File: src/rtl/seq_pattern_serializer_pkg.sv
//==============================================================================
// Module  : seq_pattern_serializer_pkg
// Purpose : Shared FSM state encodings and default sizing constants for the
//           serial pattern serializer and its companion sequence detector.
// Ports   : none (package)
// Rev     : 1.0  initial release
//==============================================================================
`default_nettype none

package seq_pattern_serializer_pkg;

  // Serializer FSM: idle (ready for a load) or shifting a pattern out.
  typedef enum logic [0:0] {
    ST_IDLE  = 1'b0,
    ST_SHIFT = 1'b1
  } ser_state_t;

  localparam int c_default_width = 8;
  localparam int c_default_div   = 4;

endpackage : seq_pattern_serializer_pkg

`default_nettype wire

File: src/rtl/bit_tick_divider.sv
//==============================================================================
// Module  : bit_tick_divider
// Purpose : Counts sys_clk cycles 0..DIV-1 while enabled and flags the last
//           cycle of each window. Used to pace one serial bit per window.
// Ports   : sys_clk  in  clock
//           sys_rst  in  synchronous active-high reset
//           clr      in  force count to 0 (dominates en)
//           en       in  count enable
//           tick     out high while en and count == DIV-1
// Rev     : 1.0  initial release
//==============================================================================
`default_nettype none

module bit_tick_divider #(
  parameter int DIV = 4
) (
  input  logic sys_clk,
  input  logic sys_rst,
  input  logic clr,
  input  logic en,
  output logic tick
);

  // Keep at least one counter bit so DIV=1 still elaborates cleanly.
  localparam int c_cnt_w = (DIV > 1) ? $clog2(DIV) : 1;
  localparam logic [c_cnt_w-1:0] c_last = c_cnt_w'(DIV - 1);

  logic [c_cnt_w-1:0] r_count;

  always_ff @(posedge sys_clk) begin
    if (sys_rst || clr) begin
      r_count <= '0;
    end else if (en) begin
      if (r_count == c_last) begin
        r_count <= '0;
      end else begin
        r_count <= r_count + c_cnt_w'(1);
      end
    end
  end

  assign tick = en && (r_count == c_last);

endmodule : bit_tick_divider

`default_nettype wire

File: src/rtl/seq_pattern_serializer.sv
//==============================================================================
// Module  : seq_pattern_serializer
// Purpose : Accepts a WIDTH-bit pattern and a pass count over valid/ready and
//           shifts it out on seq_out, one bit per DIV-cycle window, repeating
//           for the requested number of passes (0 = until abort).
// Ports   : sys_clk       in   clock, all logic on posedge
//           sys_rst       in   synchronous active-high reset
//           load_valid    in   pattern/passes offered
//           load_ready    out  idle, load can be accepted
//           load_pattern  in   [WIDTH-1:0] bits to serialize
//           load_passes   in   [7:0] pass count, 0 = continuous
//           abort         in   stop an in-progress transfer
//           seq_out       out  current serial bit
//           bit_strobe    out  last cycle of each bit window
//           busy          out  shifting
//           done          out  1-cycle pulse after final bit of final pass
// Config  : define SEQ_SER_LSB_FIRST_EN to shift LSB first (default MSB first)
// Rev     : 1.0  initial release
//==============================================================================
`default_nettype none

module seq_pattern_serializer
  import seq_pattern_serializer_pkg::*;
#(
  parameter int WIDTH = c_default_width,
  parameter int DIV   = c_default_div
) (
  input  logic             sys_clk,
  input  logic             sys_rst,
  input  logic             load_valid,
  output logic             load_ready,
  input  logic [WIDTH-1:0] load_pattern,
  input  logic [7:0]       load_passes,
  input  logic             abort,
  output logic             seq_out,
  output logic             bit_strobe,
  output logic             busy,
  output logic             done
);

  localparam int c_idx_w = $clog2(WIDTH);

`ifdef SEQ_SER_LSB_FIRST_EN
  localparam logic [c_idx_w-1:0] c_first_idx = '0;
  localparam logic [c_idx_w-1:0] c_last_idx  = c_idx_w'(WIDTH - 1);
`else
  localparam logic [c_idx_w-1:0] c_first_idx = c_idx_w'(WIDTH - 1);
  localparam logic [c_idx_w-1:0] c_last_idx  = '0;
`endif

  ser_state_t         r_state;
  ser_state_t         w_state_next;
  logic [WIDTH-1:0]   r_pattern;
  logic [c_idx_w-1:0] r_index;
  logic [c_idx_w-1:0] w_index_step;
  logic [7:0]         r_passes;
  logic               r_done;
  logic               w_accept;
  logic               w_final;
  logic               w_tick;
  logic               w_shifting;

  assign w_shifting = (r_state == ST_SHIFT);

  // Held clear whenever idle, so every accepted transfer starts a fresh window.
  bit_tick_divider #(
    .DIV (DIV)
  ) u_div (
    .sys_clk (sys_clk),
    .sys_rst (sys_rst),
    .clr     (!w_shifting),
    .en      (w_shifting),
    .tick    (w_tick)
  );

`ifdef SEQ_SER_LSB_FIRST_EN
  assign w_index_step = r_index + c_idx_w'(1);
`else
  assign w_index_step = r_index - c_idx_w'(1);
`endif

  always_ff @(posedge sys_clk) begin
    if (sys_rst) begin
      r_state <= ST_IDLE;
    end else begin
      r_state <= w_state_next;
    end
  end

  // Abort is checked first so it wins over a coincident final strobe.
  always_comb begin
    w_state_next = r_state;
    w_accept     = 1'b0;
    w_final      = 1'b0;
    case (r_state)
      ST_IDLE: begin
        if (load_valid) begin
          w_accept     = 1'b1;
          w_state_next = ST_SHIFT;
        end
      end
      ST_SHIFT: begin
        if (abort) begin
          w_state_next = ST_IDLE;
        end else if (w_tick && (r_index == c_last_idx) && (r_passes == 8'd1)) begin
          w_final      = 1'b1;
          w_state_next = ST_IDLE;
        end
      end
      default: w_state_next = ST_IDLE;
    endcase
  end

  always_ff @(posedge sys_clk) begin
    if (sys_rst) begin
      r_pattern <= '0;
      r_passes  <= '0;
      r_index   <= c_first_idx;
      r_done    <= 1'b0;
    end else begin
      r_done <= w_final;
      if (w_accept) begin
        r_pattern <= load_pattern;
        r_passes  <= load_passes;
        r_index   <= c_first_idx;
      end else if (w_shifting && w_tick && !abort) begin
        if (r_index == c_last_idx) begin
          r_index <= c_first_idx;
          // A zero count means continuous mode and is never decremented.
          if (r_passes != 8'd0) begin
            r_passes <= r_passes - 8'd1;
          end
        end else begin
          r_index <= w_index_step;
        end
      end
    end
  end

  assign seq_out    = w_shifting & r_pattern[r_index];
  assign bit_strobe = w_tick;
  assign busy       = w_shifting;
  assign load_ready = !w_shifting;
  assign done       = r_done;

endmodule : seq_pattern_serializer

`default_nettype wire

File: config.mk
export PLATFORM = sky130hd
export DESIGN_NAME = seq_pattern_serializer
export DESIGN_NICKNAME = d
export VERILOG_FILES = /design/src/rtl/seq_pattern_serializer_pkg.sv /design/src/rtl/bit_tick_divider.sv /design/src/rtl/seq_pattern_serializer.sv
export SDC_FILE = /design/constraint.sdc
export NUM_CORES = 1
export LEC_CHECK = 0
export BUFFER_PORTS_ARGS = -buffer_cell sky130_fd_sc_hd__clkbuf_2
export CAP_MARGIN = 25
export CORE_MARGIN = 3
export CORE_UTILIZATION = 50
export DETAILED_ROUTE_END_ITERATION = 6
export PLACE_DENSITY = 0.73
export REMOVE_ABC_BUFFERS = 1
export SKIP_LAST_GASP = 1
export SLEW_MARGIN = 40
export SYNTH_ARGS = -nofsm -noshare
export SYNTH_HDL_FRONTEND = slang
export SYNTH_SLANG_ARGS = --single-unit
File: constraint.sdc
create_clock -name sys_clk -period 1.9 [get_ports sys_clk]
set_input_delay 0.095 -clock sys_clk [delete_from_list [all_inputs] [get_ports sys_clk]]
set_output_delay 0.095 -clock sys_clk [all_outputs]
set_load 0.01 [all_outputs]
==> impl_results.rst <==
.. list-table::
   :header-rows: 1

   * - Metric
     - Value
   * - Die Outline Area
     - roughly 0.0030 mm^2
   * - Measured slew at the worst slew-check pin
     - about 0.45 ns
   * - Cts bufs inserted
     - 3
   * - Largest fanout of any net on the critical path
     - 6
   * - Antenna violation net count after detailed routing
     - 0
   * - CTS Sinks
     - 23
   * - Standard cell with the maximum stage delay on the critical path
     - sky130_fd_sc_hd__dfxtp_1
   * - Final Non-Filler Cells
     - 205
   * - Per-cell routed wire length
     - between 10 and 15 um
   * - EDFF count, synth
     - 0
   * - Worst-case headroom to the max-slew limit
     - 0.695
   * - Clock tree root driver cell
     - sky130_fd_sc_hd__clkbuf_4
   * - Height of the die
     - 54.9 um
   * - Syn Inst Count
     - around 140
   * - Horizontal die dimension
     - around 55 um
   * - Simple-gate share of the synthesized area
     - 0.309
   * - Maximum number of pins on one net before global-route repair
     - 22
   * - First drt pass iteration count
     - 6
   * - Area of the mapped netlist
     - 0.00120 mm^2
   * - Number of fillers in the final layout
     - roughly 210
   * - Post-route setup slack
     - slightly above 0.07 ns
   * - Largest area contributor in the netlist
     - sky130_fd_sc_hd__dfxtp_1
   * - Leakage dissipation
     - about 0.66 nW
   * - Layout overhead on the synthesized area
     - 24.1%
   * - Total power per unit cell area
     - ~630 mW/mm^2
   * - Post-Place Worst Slack
     - 0.0706 ns
   * - Initial DRC Count
     - 27
   * - Clock Latency Late Sink
     - approximately 0.30 ns
   * - Std-Cell Core Area
     - around 0.0022 mm^2
   * - Number of levels the H-tree was split into
     - 1
   * - Number of cells after detailed placement
     - a little under 200
   * - Setup repair after global routing missed its margin
     - yes
   * - Starting density of the core
     - 0.536
   * - Final Cell Area
     - 0.00149 mm^2
   * - Top flip-flop cell by instance count after synthesis
     - sky130_fd_sc_hd__dfxtp_1
   * - Most common cell in the synthesized netlist
     - sky130_fd_sc_hd__dfxtp_1
   * - Global-route wire length before repair
     - 4.00 mm
   * - Total area of multi-input combinational cells
     - a little over 700 um^2
   * - Deepest clock path buffer count
     - 2
   * - WS Path Type
     - register to register
   * - Cell family contributing the most delay on the critical path
     - compound AO/OA/AOI/OAI gates
   * - Wire length reported by the detailed router
     - 2.55 mm
   * - CTS tree
     - yes
   * - Critical path capture point type
     - register
   * - Post-synthesis sequential area ratio
     - 0.385
   * - Number of global-route vias before repair
     - ~900
   * - Register area
     - 460 um^2
   * - Pins over their slew limit
     - 0
   * - Crit-path cells
     - inv_1, ha_1, nor4b_4, a211oi_2, o221ai_1, a211oi_1
   * - Share of cell area taken by muxes after synthesis
     - 0.0627
   * - Vias per inst
     - approximately 5.5
   * - Worst-case vdd ir drop
     - ~0.59 mV
   * - Final Setup Violations
     - 0
   * - Worst setup slack for register-to-register paths
     - approximately 0.071 ns
   * - Combinational family with the most area after synthesis
     - simple AND/OR/NAND/NOR gates
   * - Commonest cells post-synth
     - 23 x sky130_fd_sc_hd__dfxtp_1, 22 x sky130_fd_sc_hd__nand2_1, 16 x sky130_fd_sc_hd__nor2_1
   * - Initial antenna violation count
     - 0
   * - Count of inserted antenna diode cells
     - 0
   * - Fraction of layout instances using a drive strength above 1
     - 0.220
   * - Final #Nets
     - 204
   * - Io pins
     - 25
   * - GRT Resource Usage Total
     - 0.182
   * - Outcome
     - finished, final reports clean
   * - Flip-flop and latch count after synthesis
     - 23
   * - Fraction of synthesis flops using an asynchronous set or reset pin
     - 0
   * - Count of final hold-check violations
     - 0
   * - Worst slack on hold paths
     - 0.00632 ns
   * - CP max stage delay
     - roughly 0.46 ns
   * - Drc violations
     - 0
   * - Highest attainable clock frequency
     - between 0.5 and 0.6 GHz
   * - Xor/xnor cell area share of the yosys netlist
     - 0.00731
   * - Syn_area_per_cell
     - ~8.4 um^2
   * - Dpl hpwl
     - 1.88 mm
   * - CP Launch Type
     - register
   * - Number of synthesis warnings
     - 0
   * - Type of the worst min-delay path
     - input pin to register
   * - Clock input transition at the sequential cells of the worst setup and hold paths
     - between 0.1 and 0.15 ns
   * - Placement Rows
     - 17
   * - Post-synthesis compound-gate area fraction
     - 0.136
   * - Post-CTS Setup Bufs
     - 0
   * - Setup Skew
     - approximately 0.0065 ns
   * - Data arrival time of the critical path
     - approximately 2.1 ns
   * - Fin crit share
     - 0.963
   * - Post-Place Cell Area
     - 0.00136 mm^2
   * - WP data required
     - 2.13 ns
   * - Max cap viols
     - 0
   * - Total number of vias
     - around 1100
   * - Routability congestion estimate from global placement
     - 0.861
   * - GRT overflow
     - 0
   * - # port buffers
     - 24
   * - Time the final worst path needs with I/O delays and setup
     - ~1.8 ns
   * - Overall Power
     - just over 0.9 mW
   * - Cell types with the largest area share after synthesis
     - sky130_fd_sc_hd__dfxtp_1 38%, sky130_fd_sc_hd__nand2_1 6.9%, sky130_fd_sc_hd__ha_1 6.3%
   * - Synth top area share
     - 0.385
   * - Unique cell type count in the Yosys netlist
     - 39
   * - Adder-cell area share of the yosys netlist
     - 0.0627
   * - Combined buffer and inverter count along the critical path
     - 1
==> placed cells by master, fill, tap and decap left out, drive strengths merged, types with 2 or more instances in the layout <==
cell         netlist  routed
a211oi             5       5
a21oi              9       9
and2               2       2
buf                1       4
clkbuf             4      27
dfxtp             23      23
dlygate4sd3        0       8
ha                 6       6
inv                7       7
mux2i              3       3
mux4               2       2
nand2             22      22
nand2b             2       2
nand3              2       2
nand3b             3       3
nand4              3       3
nor2              16      16
nor2b              2       2
nor3               7       7
nor4               3       3
nor4b              2       2
o211ai             2       2
o21ai              2       2
==> final timing paths <==
check | from | end | depth (start not counted)
worst max register to register | r_passes[0] | r_passes[2] | 6
worst max-delay path | r_passes[0] | r_passes[2] | 6
worst min register to register | u_div.r_count[0] | u_div.r_count[0] | 1
worst min-delay path | load_pattern[6] | r_pattern[6] | 3
==> layer usage <==
| layer | global-route usage | wire length (um) | vias to the layer above | part of all wire |
|---|---|---|---|---|
| li1 | - | - | 576 | - |
| met1 | 0.257 | 1170 | 519 | 0.46 |
| met2 | 0.287 | 1220 | 37 | 0.48 |
| met3 | 0.0295 | 149 | 2 | 0.058 |
| met4 | 0.0445 | 12 | 0 | 0.0047 |
| met5 | 0 | 0 | - | 0 |
==> sequential cells by signal (all words and copies together) (netlist names) <==
register       cells
r_index            3
r_pattern          8
r_passes           8
done               1
busy               1
u_div.r_count      2
==> report_power, final <==
group	total, mW	switching, mW	internal [mW]
combinational	0.172	0.0846	0.0871
sequential	0.537	0.0281	0.509
clock	0.225	0.146	0.0784
==> stage by stage <==
stage | utilization | setup TNS (ns)
after floorplan | - | 0
after global placement | 0.611 | 0
after detailed placement | 0.611 | 0
after CTS | 0.659 | 0
after global routing | 0.666 | -0.0404
final | 0.666 | 0
==> cell type report <==
| type | instances | share of cell area |
|---|---|---|
| Sequential cell | 23 | 0.310 |
| Clock inverter | 1 | 0.00337 |
| Inverter | 7 | 0.0177 |
| Clock buffer | 3 | 0.0152 |
| Tap cell | 28 | 0.0236 |
| Multi-Input combinational cell | 107 | 0.476 |
| Timing Repair Buffer | 36 | 0.155 |
==> kinds of logic after synthesis <==
family	after synthesis
AO/OA/AOI/OAI	24
XOR/XNOR	1
adder cells (fa/ha/maj)	6
buffers and inverters	12
flip-flops	23
multiplexers	5
AND/OR/NAND/NOR	71
==> worst reg2reg max path: stages, from the launching register on <==
cell and delay, ns:
sky130_fd_sc_hd__dfxtp_1 0.46, sky130_fd_sc_hd__inv_1 0.09, sky130_fd_sc_hd__ha_1 0.23, sky130_fd_sc_hd__nor4b_4 0.16
sky130_fd_sc_hd__a211oi_2 0.41, sky130_fd_sc_hd__o221ai_1 0.17, sky130_fd_sc_hd__a211oi_1 0.24
==> repair_timing <==
| action | 4_1_cts | 5_1_grt |
|---|---|---|
| hold buffers | 8 | 0 |
| endpoints found under the setup margin | 0 | 5 |
| gates resized for setup | 0 | 2 |
| hold endpoints to repair | 8 | 0 |
Note: power is estimated with default switching activity, not from simulation.
